==> src/rtl/mac_sequencer.sv <==
// mac_sequencer
//   Job controller for a single signed multiply-accumulate unit. A start
//   command carries a length K. The sequencer zeroes the MAC, streams K operand
//   pairs from an upstream valid/ready source into it, and waits for the final
//   accumulate to land. It then captures the accumulator and offers it on a
//   valid/ready result port.
//
// Ports
//   clk, rst          rising-edge clock, synchronous active-high reset
//   start, length     job request and pair count, sampled only when idle
//   op_a, op_b        signed operand pair from upstream
//   op_valid/op_ready upstream operand handshake
//   mac_clear         zeroes the MAC accumulator
//   mac_compute       MAC adds mac_a*mac_b at the end of the cycle
//   mac_a, mac_b      registered operands to the MAC
//   mac_acc           MAC accumulator value
//   res_data          captured dot-product result
//   res_valid/ready   downstream result handshake
//   busy              high whenever a job is in progress
//   done              one-cycle pulse after the result handshake

module mac_sequencer #(
  parameter int DATA_WIDTH = 8,
  parameter int ACC_WIDTH  = 32,
  parameter int LEN_WIDTH  = 16
) (
  input  logic                  clk,
  input  logic                  rst,
  input  logic                  start,
  input  logic [LEN_WIDTH-1:0]  length,
  input  logic [DATA_WIDTH-1:0] op_a,
  input  logic [DATA_WIDTH-1:0] op_b,
  input  logic                  op_valid,
  output logic                  op_ready,
  output logic                  mac_clear,
  output logic                  mac_compute,
  output logic [DATA_WIDTH-1:0] mac_a,
  output logic [DATA_WIDTH-1:0] mac_b,
  input  logic [ACC_WIDTH-1:0]  mac_acc,
  output logic [ACC_WIDTH-1:0]  res_data,
  output logic                  res_valid,
  input  logic                  res_ready,
  output logic                  busy,
  output logic                  done
);

  typedef enum logic [2:0] {
    S_IDLE,
    S_CLEAR,
    S_RUN,
    S_DRAIN,
    S_CAPTURE,
    S_OUTPUT
  } state_t;

  state_t               state;
  state_t               state_next;
  logic [LEN_WIDTH-1:0] remaining;
  logic                 beat;

  // Next-state and Moore output decode. op_ready depends on state alone, so
  // upstream never sees a combinational path from op_valid back to op_ready.
  always_comb begin
    state_next = state;
    mac_clear  = 1'b0;
    op_ready   = 1'b0;
    res_valid  = 1'b0;
    busy       = (state != S_IDLE);

    case (state)
      S_IDLE: begin
        if (start) state_next = S_CLEAR;
      end
      S_CLEAR: begin
        mac_clear = 1'b1;
        // A zero-length job skips straight to capturing the freshly cleared MAC.
        if (remaining != '0) state_next = S_RUN;
        else                 state_next = S_CAPTURE;
      end
      S_RUN: begin
        op_ready = 1'b1;
        if (op_valid && remaining == LEN_WIDTH'(1)) state_next = S_DRAIN;
      end
      S_DRAIN: begin
        // The final compute pulse is in flight; the MAC adds it at this edge.
        state_next = S_CAPTURE;
      end
      S_CAPTURE: begin
        state_next = S_OUTPUT;
      end
      S_OUTPUT: begin
        res_valid = 1'b1;
        if (res_ready) state_next = S_IDLE;
      end
      default: begin
        state_next = S_IDLE;
      end
    endcase
  end

  assign beat = op_valid && op_ready;

  // State register plus the datapath registers. mac_compute is delayed one
  // cycle so that it lines up with the operands registered on the same beat.
  always_ff @(posedge clk) begin
    if (rst) begin
      state       <= S_IDLE;
      remaining   <= '0;
      mac_a       <= '0;
      mac_b       <= '0;
      mac_compute <= 1'b0;
      res_data    <= '0;
      done        <= 1'b0;
    end else begin
      state       <= state_next;
      mac_compute <= (state == S_RUN) && op_valid;
      done        <= (state == S_OUTPUT) && res_ready;

      if (state == S_IDLE && start) begin
        remaining <= length;
      end else if (beat) begin
        remaining <= remaining - LEN_WIDTH'(1);
      end

      if (beat) begin
        mac_a <= op_a;
        mac_b <= op_b;
      end

      if (state == S_CAPTURE) begin
        res_data <= mac_acc;
      end
    end
  end

endmodule

==> config.mk <==
export PLATFORM = sky130hd
export DESIGN_NAME = mac_sequencer
export DESIGN_NICKNAME = d
export VERILOG_FILES = /design/src/rtl/mac_sequencer.sv
export SDC_FILE = /design/constraint.sdc
export NUM_CORES = 1
export LEC_CHECK = 0
export ABC_AREA = 1
export CAP_MARGIN = 20
export CORE_MARGIN = 2
export CORE_UTILIZATION = 44
export CTS_CLUSTER_SIZE = 8
export DETAILED_ROUTE_END_ITERATION = 8
export GPL_TIMING_DRIVEN = 0
export MAX_ROUTING_LAYER = met4
export PLACE_DENSITY = 0.77
export SYNTH_ARGS = -nofsm -noshare
export SYNTH_HDL_FRONTEND = slang
export SYNTH_SLANG_ARGS = --single-unit
==> constraint.sdc <==
create_clock -name clk -period 1.7 [get_ports clk]
set_clock_uncertainty 0.05 [all_clocks]
set_input_delay 0.34 -clock clk [delete_from_list [all_inputs] [get_ports clk]]
set_output_delay 0.34 -clock clk [all_outputs]
set_load 0.01 [all_outputs]
==> metrics.txt <==
commonest cells after routing, fill and taps aside nor2_1 (126), clkdlybuf4s50_1 (117), nand2_1 (66), dfxtp_1 (66), o21ai_0 (54); 1st-iter DRT viols 136; DRC 0; dpl cells 658; hold crit path type reg -> reg; worst-path cell chain inv_2 > nor3_4 > clkdlybuf4s15_1; syn_area_per_cell 7.11 sq um; io pins 123; Setup CP Type reg -> out; Setup crit end kind output pin; vias post-DR 3,313; Hold Startpoint res_data[20]; post-synthesis sequential area ratio 0.442; Max Cap Viol 0; maximum fanout along the worst path 4; RSZ-0062 raised after global routing no; die width 88.3 um; Hold Crit Depth 2; cts bufs inserted 9; CTS sink count 69; CTS tree built; CTS root buf clkbuf_8; Final Routed Wirelength 8950 um; CTS Buffer Depth 2; Worst Tran Pin Value 676 ps; Filler Cell Count 600; starting density of the core 0.458; layout cells sized above 1 0.113; Max IR drop VDD 0.904 mV; WP data required 1310 ps; Tot GR Track Use 0.239; Core ar. 6830 sq um; R2R cell count 10; Vias/cell 4.92; die area 7800 sq um; Port-buffer cells 122; Worst Hold Endpoint res_data[20]; drt pass-1 iters 5; gpl congestion 0.935; fin nets 645; reg2reg start remaining[0]; reg2reg end remaining[10]; status finished clean; hold buffers post-CTS 0; Worst-path clk slew 80 ps; H-tree depth 3; total grt overflow 0; Cell Area, Synth 3130 sq um; Resized cells post-CTS 15; Row Count 30; DP Worst Slack -235 ps; vias in the first global route 3,047; syn nets 512; Synth Register Bits 69; final cell count without fillers 673; Die H 88.3 um; reg2reg setup slack 180 ps; cells after synthesis 440; CP max stage delay 380 ps; largest net degree at the start of global routing 13; most common cell after layout, fill and taps aside nor2_1; crit start category flip-flop; Critical-path top delay cell dfxtp_2; post-route ant nets 0; final hold vios 0; maximum clock frequency 607 MHz; first-pass GRT wire length 14,000 um; crit share post-route 0.970; clock latency at the later pin of the worst-skew pair 350 ps; P per Cell Area 1650 nW/um^2; fin worst setup slack 51.4 ps; Area growth, synth to finish 50.3%; YS warnings 0; post-CTS repair timing setup buffer count 0; antenna violations before repair 0; # setup viols final 0; normalized max-slew margin 0.549; critical path arrival 1260 ps; post-route minimum period 1650 ps; dpl hpwl 6780 um; diode count 0; Design Power 0.00776 W; WL/cell 13.3 um; Slew Viols, Final 0; Leak 1.94 nW; synth unique cells 36
cells in the mapped netlist, drive strengths merged:
cell / instances / share of area
a21oi: 12 / 0.024
inv: 32 / 0.039
nor3: 2 / 0.0032
a31oi: 3 / 0.0080
nand3b: 1 / 0.0024
nand3: 31 / 0.060
dfxtp: 69 / 0.44
o21bai: 1 / 0.0024
buf: 9 / 0.026
xor2: 1 / 0.0028
clkinv: 1 / 0.0012
nand4: 3 / 0.0060
clkbuf: 10 / 0.012
o21ai: 59 / 0.099
o211ai: 2 / 0.0048
ha: 3 / 0.012
a211oi: 1 / 0.0024
or2: 2 / 0.0040
nand2: 68 / 0.086
nor2: 130 / 0.16
worst max-delay path, delay by kind of cell, from the launching register on:
kind                   cells  cell delay, ps
buffers and inverters      2             360
DFF                        1             380
and+or+nand+nor            1             170
cell type report:
type,count,area (sq um),area share
clock buffers,9,124,0.0264
repair buffers,122,1210,0.258
flip-flops and latches,69,1390,0.295
clock inverters,6,65.1,0.0138
multi-input cells,319,1540,0.327
well taps,96,120,0.0256
inverters,33,133,0.0282
plain buffers,19,120,0.0256
power by group:
part	switching (W)	internal, W
clock network	0.000641	0.000668
registers	0.000372	0.00209
logic	0.00228	0.00171
total	0.00330	0.00447
metal layers:
layer / GRT usage / routed length, um / vias up
met3: 0.0616 / 710 / 19
met1: 0.278 / 3730 / 1480
met4: 0.0909 / 221 / 0
met5: - / 0 / -
met2: 0.396 / 4290 / 140
li1: - / - / 1674
registers in the layout, summed over array words and instances, names as in the netlist:
register / cells
mac_a: 8
mac_compute: 1
res_data: 32
mac_b: 8
done: 1
remaining: 16
state: 3
how the worst max path moves through the flow:
| stage | from | end | slack, ps | depth (start not counted) |
|---|---|---|---|---|
| after global routing | op_valid | remaining[4] | 1 | 7 |
| after floorplan | remaining[0] | remaining[10] | 280 | 10 |
| final | state[0] | mac_clear | 50 | 3 |
| after CTS | state[0] | op_ready | 3 | 4 |
| after global placement | rst | res_data[14] | -210 | 5 |
| after detailed placement | rst | res_data[9] | -230 | 5 |
cells by family (layout without fill, tap and decap cells):
kind of cell | Yosys count | in the layout | share of synthesized area
buffers and inverters | 52 | 189 | 0.0788
XOR/XNOR | 1 | 1 | 0.00280
AND/OR/NAND/NOR | 237 | 237 | 0.324
flip-flops | 69 | 69 | 0.442
AO/OA/AOI/OAI | 78 | 78 | 0.141
adder cells (fa/ha/maj) | 3 | 3 | 0.0120
stage by stage:
stage	utilization	hold WS, ps	TNS [ps]	instance area (sq um)
floorplan	-	356	0	3130
global placement	0.654	415	-10850	4470
CTS	0.686	439	0	4680
finish	0.688	434	0	4700
detailed placement	0.654	421	-11570	4470
global route	0.688	459	0	4700
No activity file was read; power rests on OpenSTA's default activity.
